`config.mk`:
```
export PLATFORM = sky130hd
export DESIGN_NAME = mdio_controller
export DESIGN_NICKNAME = d
export VERILOG_FILES = /design/src/rtl/mdio_controller.sv
export SDC_FILE = /design/constraint.sdc
export NUM_CORES = 1
export LEC_CHECK = 0
export ABC_AREA = 1
export CORE_MARGIN = 1
export CORE_UTILIZATION = 55
export CTS_BUF_LIST = sky130_fd_sc_hd__clkbuf_16
export DETAILED_ROUTE_END_ITERATION = 8
export PLACE_DENSITY = 0.77
export SYNTH_ARGS = -nofsm -noshare
export SYNTH_HDL_FRONTEND = slang
export SYNTH_SLANG_ARGS = --single-unit
```
`constraint.sdc`:
```
create_clock -name CLK -period 3.2 [get_ports CLK]
set_input_delay 0.64 -clock CLK [delete_from_list [all_inputs] [get_ports CLK]]
set_output_delay 0.64 -clock CLK [all_outputs]
set_load 0.01 [all_outputs]
```
`src/rtl/mdio_controller.sv`:
```
// Clause-22 MDIO station-management master: serialises a 32-bit frame word on
// MDC/MDIO_OUT/MDIO_OE, optionally preceded by PRE_LEN preamble ones, and
// returns the 16-bit read value with a one-cycle DATA_RDY strobe.
// Latency: accept edge to DONE = (PRE_LEN+32)*2*MDC_HALF CLK cycles, BUSY drops one cycle later.
// Backpressure: MDIO_START is only honoured in IDLE; requests while BUSY are dropped.
//
// Ports:
//   CLK, RESET           system clock, asynchronous active-high reset
//   MDIO_START, T_DATA   request strobe and frame word (ST,OP,PHYAD,REGAD,TA,DATA)
//   MDIO_IN              serial data from the peripheral
//   MDC, MDIO_OUT, MDIO_OE  management clock, serial data out, output enable
//   RD_DATA, DATA_RDY    last read value and its one-cycle update pulse
//   BUSY                 high from request acceptance until return to IDLE
module mdio_controller #(
    parameter int MDC_HALF = 2,
    parameter int PRE_LEN  = 0
) (
    input  logic        CLK,
    input  logic        RESET,
    input  logic        MDIO_START,
    input  logic [31:0] T_DATA,
    input  logic        MDIO_IN,
    output logic        MDC,
    output logic        MDIO_OUT,
    output logic        MDIO_OE,
    output logic [15:0] RD_DATA,
    output logic        DATA_RDY,
    output logic        BUSY
);

    localparam int PW = (MDC_HALF > 1) ? $clog2(MDC_HALF) : 1;
    localparam logic [PW-1:0] PH_TC  = PW'(MDC_HALF - 1);
    localparam logic [5:0]    PRE_TC = 6'((PRE_LEN > 0) ? PRE_LEN - 1 : 0);

    typedef enum logic [1:0] {
        S_IDLE,
        S_PREAMBLE,
        S_SHIFT,
        S_DONE
    } state_t;

    state_t          state, state_nxt;
    logic [PW-1:0]   phase, phase_nxt;
    logic [5:0]      bit_cnt, bit_cnt_nxt;
    logic [31:0]     shreg, shreg_nxt;
    logic [15:0]     cap, cap_nxt;
    logic [15:0]     rd_data_nxt;
    logic            is_read, is_read_nxt;
    logic            mdc_nxt, out_nxt, oe_nxt, rdy_nxt, busy_nxt;
    logic            tick, rise, fall;

    always_ff @(posedge CLK or posedge RESET) begin
        if (RESET) begin
            state    <= S_IDLE;
            phase    <= '0;
            bit_cnt  <= '0;
            shreg    <= '0;
            cap      <= '0;
            is_read  <= 1'b0;
            MDC      <= 1'b0;
            MDIO_OUT <= 1'b0;
            MDIO_OE  <= 1'b0;
            RD_DATA  <= 16'h0000;
            DATA_RDY <= 1'b0;
            BUSY     <= 1'b0;
        end else begin
            state    <= state_nxt;
            phase    <= phase_nxt;
            bit_cnt  <= bit_cnt_nxt;
            shreg    <= shreg_nxt;
            cap      <= cap_nxt;
            is_read  <= is_read_nxt;
            MDC      <= mdc_nxt;
            MDIO_OUT <= out_nxt;
            MDIO_OE  <= oe_nxt;
            RD_DATA  <= rd_data_nxt;
            DATA_RDY <= rdy_nxt;
            BUSY     <= busy_nxt;
        end
    end

    always_comb begin
        state_nxt   = state;
        phase_nxt   = phase;
        bit_cnt_nxt = bit_cnt;
        shreg_nxt   = shreg;
        cap_nxt     = cap;
        is_read_nxt = is_read;
        mdc_nxt     = MDC;
        out_nxt     = MDIO_OUT;
        oe_nxt      = MDIO_OE;
        rd_data_nxt = RD_DATA;
        rdy_nxt     = 1'b0;
        busy_nxt    = BUSY;

        // The divider only runs while a frame is on the wire. A terminal
        // count with MDC low is a rising event (peripheral samples), with MDC
        // high it is a falling event (we move to the next bit).
        tick = ((state == S_PREAMBLE) || (state == S_SHIFT)) && (phase == PH_TC);
        rise = tick && !MDC;
        fall = tick && MDC;

        if ((state == S_PREAMBLE) || (state == S_SHIFT)) begin
            phase_nxt = tick ? '0 : phase + PW'(1);
            mdc_nxt   = tick ? ~MDC : MDC;
        end

        case (state)
            S_IDLE: begin
                mdc_nxt = 1'b0;
                oe_nxt  = 1'b0;
                if (MDIO_START) begin
                    shreg_nxt   = T_DATA;
                    is_read_nxt = (T_DATA[29:28] == 2'b10);
                    busy_nxt    = 1'b1;
                    oe_nxt      = 1'b1;
                    phase_nxt   = '0;
                    bit_cnt_nxt = '0;
                    cap_nxt     = '0;
                    if (PRE_LEN > 0) begin
                        out_nxt   = 1'b1;
                        state_nxt = S_PREAMBLE;
                    end else begin
                        out_nxt   = T_DATA[31];
                        state_nxt = S_SHIFT;
                    end
                end
            end

            S_PREAMBLE: begin
                if (fall) begin
                    if (bit_cnt == PRE_TC) begin
                        out_nxt     = shreg[31];
                        bit_cnt_nxt = '0;
                        state_nxt   = S_SHIFT;
                    end else begin
                        out_nxt     = 1'b1;
                        bit_cnt_nxt = bit_cnt + 6'd1;
                    end
                end
            end

            S_SHIFT: begin
                // Only the data field of a read is captured; TA is never
                // sampled so an undriven bus there cannot pollute RD_DATA.
                if (rise && is_read && (bit_cnt >= 6'd16)) begin
                    cap_nxt = {cap[14:0], MDIO_IN};
                end
                if (fall) begin
                    if (bit_cnt == 6'd31) begin
                        state_nxt = S_DONE;
                        mdc_nxt   = 1'b0;
                        oe_nxt    = 1'b0;
                        out_nxt   = 1'b0;
                        phase_nxt = '0;
                        if (is_read) begin
                            rd_data_nxt = cap;
                            rdy_nxt     = 1'b1;
                        end
                    end else begin
                        bit_cnt_nxt = bit_cnt + 6'd1;
                        shreg_nxt   = {shreg[30:0], 1'b0};
                        // Falling event that starts bit 14 (TA) hands the
                        // bus to the peripheral for the rest of a read.
                        if (is_read && (bit_cnt >= 6'd13)) begin
                            oe_nxt  = 1'b0;
                            out_nxt = 1'b0;
                        end else begin
                            out_nxt = shreg[30];
                        end
                    end
                end
            end

            S_DONE: begin
                state_nxt   = S_IDLE;
                busy_nxt    = 1'b0;
                bit_cnt_nxt = '0;
            end

            default: state_nxt = S_IDLE;
        endcase
    end

endmodule

```
==> flow_metrics.env <==
export IMPL_status="finished, final reports clean"
export IMPL_min_period_ps=2720
export IMPL_critPathKind="reg2reg"
export IMPL_syn_area_mm2=0.00403
export IMPL_ir_drop_uv=698
export IMPL_r2r_start="state[0]$_DFFE_PP0P_"
export IMPL_tns_ps=0
export IMPL_ctsLongestPathBuffers=2
export IMPL_clkTransAtPathRegs_ps=70
export IMPL_start_kind="flip-flop"
export IMPL_die_w_um=87.6
export IMPL_track_usage=0.240
export IMPL_post_cts_buffers=0
export IMPL_hold_viol_final=0
export IMPL_min_delay_path_class="reg2reg"
export IMPL_fmax_ghz=0.367
export IMPL_max_slew_margin_rel=0.443
export IMPL_antennaDiodeCount=0
export IMPL_clock_latency_ps=340
export IMPL_clock_root_buffer="clkbuf_16"
export IMPL_ant_nets=0
export IMPL_setup_violations_final=0
export IMPL_powerDensity_mw_per_mm2=898
export IMPL_critPathMaxFanout=63
export IMPL_grt_setup_unrepaired="no"
export IMPL_synth_edff_count=0
export IMPL_synth_xor_area_frac=0.00218
export IMPL_drc=0
export IMPL_grt_start_max_net_pins=64
export IMPL_drtIter0Drc=209
export IMPL_routedWlPerCell_um=12.8
export IMPL_cts_buffers=9
export IMPL_clock_sinks=79
export IMPL_ys_ff_latch=79
export IMPL_worstPathRequired_ps=3460
export IMPL_cts_htree_levels=3
export IMPL_layout_drive_gt1_share=0.110
export IMPL_firstDrtPassIters=5
export IMPL_synth_cells=492
export IMPL_die_y_um=87.6
export IMPL_synth_adder_area_share=0.0404
export IMPL_io_pins=57
export IMPL_start_util=0.580
export IMPL_synthFlopType="dfrtp_1"
export IMPL_worst_ep_arrival_time_ps=2990
export IMPL_synth_area_leaders="dfrtp_1 49%, nand2_1 15%, o21ai_0 8.2%"
export IMPL_netlist_cell_type_count=26
export IMPL_yosys_warnings=0
export IMPL_fp_row_count=30
export IMPL_grt_overflow=0
export IMPL_synthSimpleGateAreaFrac=0.191
export IMPL_drv_slew=0
export IMPL_muxShareOfSynthArea=0
export IMPL_wl_met1_um=3490
export IMPL_worstSetupEndpointType="flip-flop"
export IMPL_cts_repair_resized=0
export IMPL_viasPerCell=5.11
export IMPL_synthArstFlopShare=1.00
export IMPL_finalClockSkew_ps=7.29
export IMPL_routed_wl_um=8220
export IMPL_yosysMostFrequentCell="nand2_1"
export IMPL_portBuffers=56
export IMPL_dp_hpwl_um=5300
export IMPL_grt_pass1_wl_um=14000
export IMPL_synth_top_family_by_area="simple AND/OR/NAND/NOR gates"
export IMPL_final_nets=588
export IMPL_top_layer_used="met4"
export IMPL_vias=3269
export IMPL_die_area_mm2=0.00767
export IMPL_core_mm2=0.00694
export IMPL_worst_slew_pin_slew_ps=834
export IMPL_p_leak_uw=0.00233
export IMPL_synth_compound_area_share=0.167
export IMPL_avgSynthCellArea_um2=8.18
export IMPL_gp_congestion=0.900
export IMPL_synth_top_area_frac=0.491
export IMPL_wl_met3_um=406
export IMPL_seq_area_frac_synth=0.491
export IMPL_fin_util=0.711
export IMPL_cp_startpoint="state[0]$_DFFE_PP0P_"
export IMPL_synth_commonest_cells="158 x nand2_1, 79 x dfrtp_1, 74 x inv_1, 66 x o21ai_0, 32 x o21ai_2"
export IMPL_holdBufCountCts=0
export IMPL_synth_nets=541
export IMPL_grt_pass1_vias=3055
export IMPL_min_from="MDIO_OUT$_DFFE_PP0P_"
export IMPL_drv_cap=0
export IMPL_cts_tree="done"
export IMPL_dr_wl_met2_um=4170
export IMPL_syn_to_final_growth_pct=22.6
export IMPL_finalCritPeriodShare=0.851
export IMPL_antenna_found_initial=0
export IMPL_synth_top_area_cell="dfrtp_1"
-- flip-flops by register name, indices dropped and copies added, names as in the netlist --
register / count
cap: 16
RD_DATA: 16
state: 2
shreg: 32
MDC: 1
DATA_RDY: 1
is_read: 1
bit_cnt: 6
BUSY: 1
MDIO_OUT: 1
MDIO_OE: 1
phase: 1
-- kinds of logic after synthesis --
| kind of cell | Yosys count |
|---|---|
| simple gates | 191 |
| flops | 79 |
| xor+xnor | 1 |
| compound gates | 109 |
| buf+inv | 99 |
| fa+ha+maj | 13 |
-- final timing paths --
check                                    endpoint  slack (ps)  cells past startpoint
max reg2reg                 shreg[22]$_DFFE_PP0P_         480                     12
max in group asynchronous  RD_DATA[3]$_DFFE_PP0P_        1870                      3
min reg2reg                  MDIO_OUT$_DFFE_PP0P_         480                      2
min in group asynchronous   shreg[20]$_DFFE_PP0P_         690                      2
min                          MDIO_OUT$_DFFE_PP0P_         480                      2
max                         shreg[22]$_DFFE_PP0P_         480                     12
-- placed cells by master (no fill, tap or decap), drive strengths merged, types with 2 or more instances in the layout --
cell,netlist,routed
o21ai,103,103
clkinv,0,4
nand2,159,159
nand4,3,3
buf,16,5
clkbuf,9,9
nor3,2,2
ha,13,13
nor2,11,11
a21oi,4,4
dfrtp,79,79
bufinv,0,2
clkinvlp,0,2
clkdlybuf4s50,0,56
inv,74,73
nand3,14,14
-- per-layer routing --
| layer | up-vias | global-route usage |
|---|---|---|
| met4 | 0 | 0.0879 |
| met1 | 1534 | 0.301 |
| met5 | - | 0 |
| met3 | 15 | 0.0603 |
| met2 | 93 | 0.406 |
| li1 | 1627 | - |
-- where the power goes --
group	switching, uW	leakage (uW)	total (uW)	internal, uW
registers	122	0.00104	1400	1280
logic	1270	0.00114	1920	660
clock network	421	0.000152	1110	684
-- worst max-delay path, cell delays in order (launching register included) --
cell and delay, ps:
dfrtp_1 420, inv_1 110, ha_1 500, ha_1 240, ha_1 140, inv_1 80, nand2_1 100, inv_1 70
nor3_1 230, and2_2 230, buf_12 300, nand2_1 120, o21ai_2 80
-- final cells by class --
| cell class | instances | area (um^2) |
|---|---|---|
| sequential | 79 | 1980 |
| multi-input combinational | 314 | 1610 |
| tap | 96 | 120 |
| timing repair buffer | 61 | 623 |
| inverter | 74 | 279 |
| clock inverter | 7 | 97.6 |
| clock buffer | 9 | 225 |
| fill | 547 | 2010 |
-- stage by stage --
stage                     cells  area, um^2  setup slack [ps]  hold slack (ps)  total power [uW]
after global placement      624        4610               686              465              3240
final                       640        4940               475              482              4430
after CTS                   640        4940               500              487              4460
after detailed placement    624        4610               520              471              3310
after global routing        640        4940               287              526              4790
after floorplan             492        4030               537              453              3020
(Power assumes the default switching activity.)
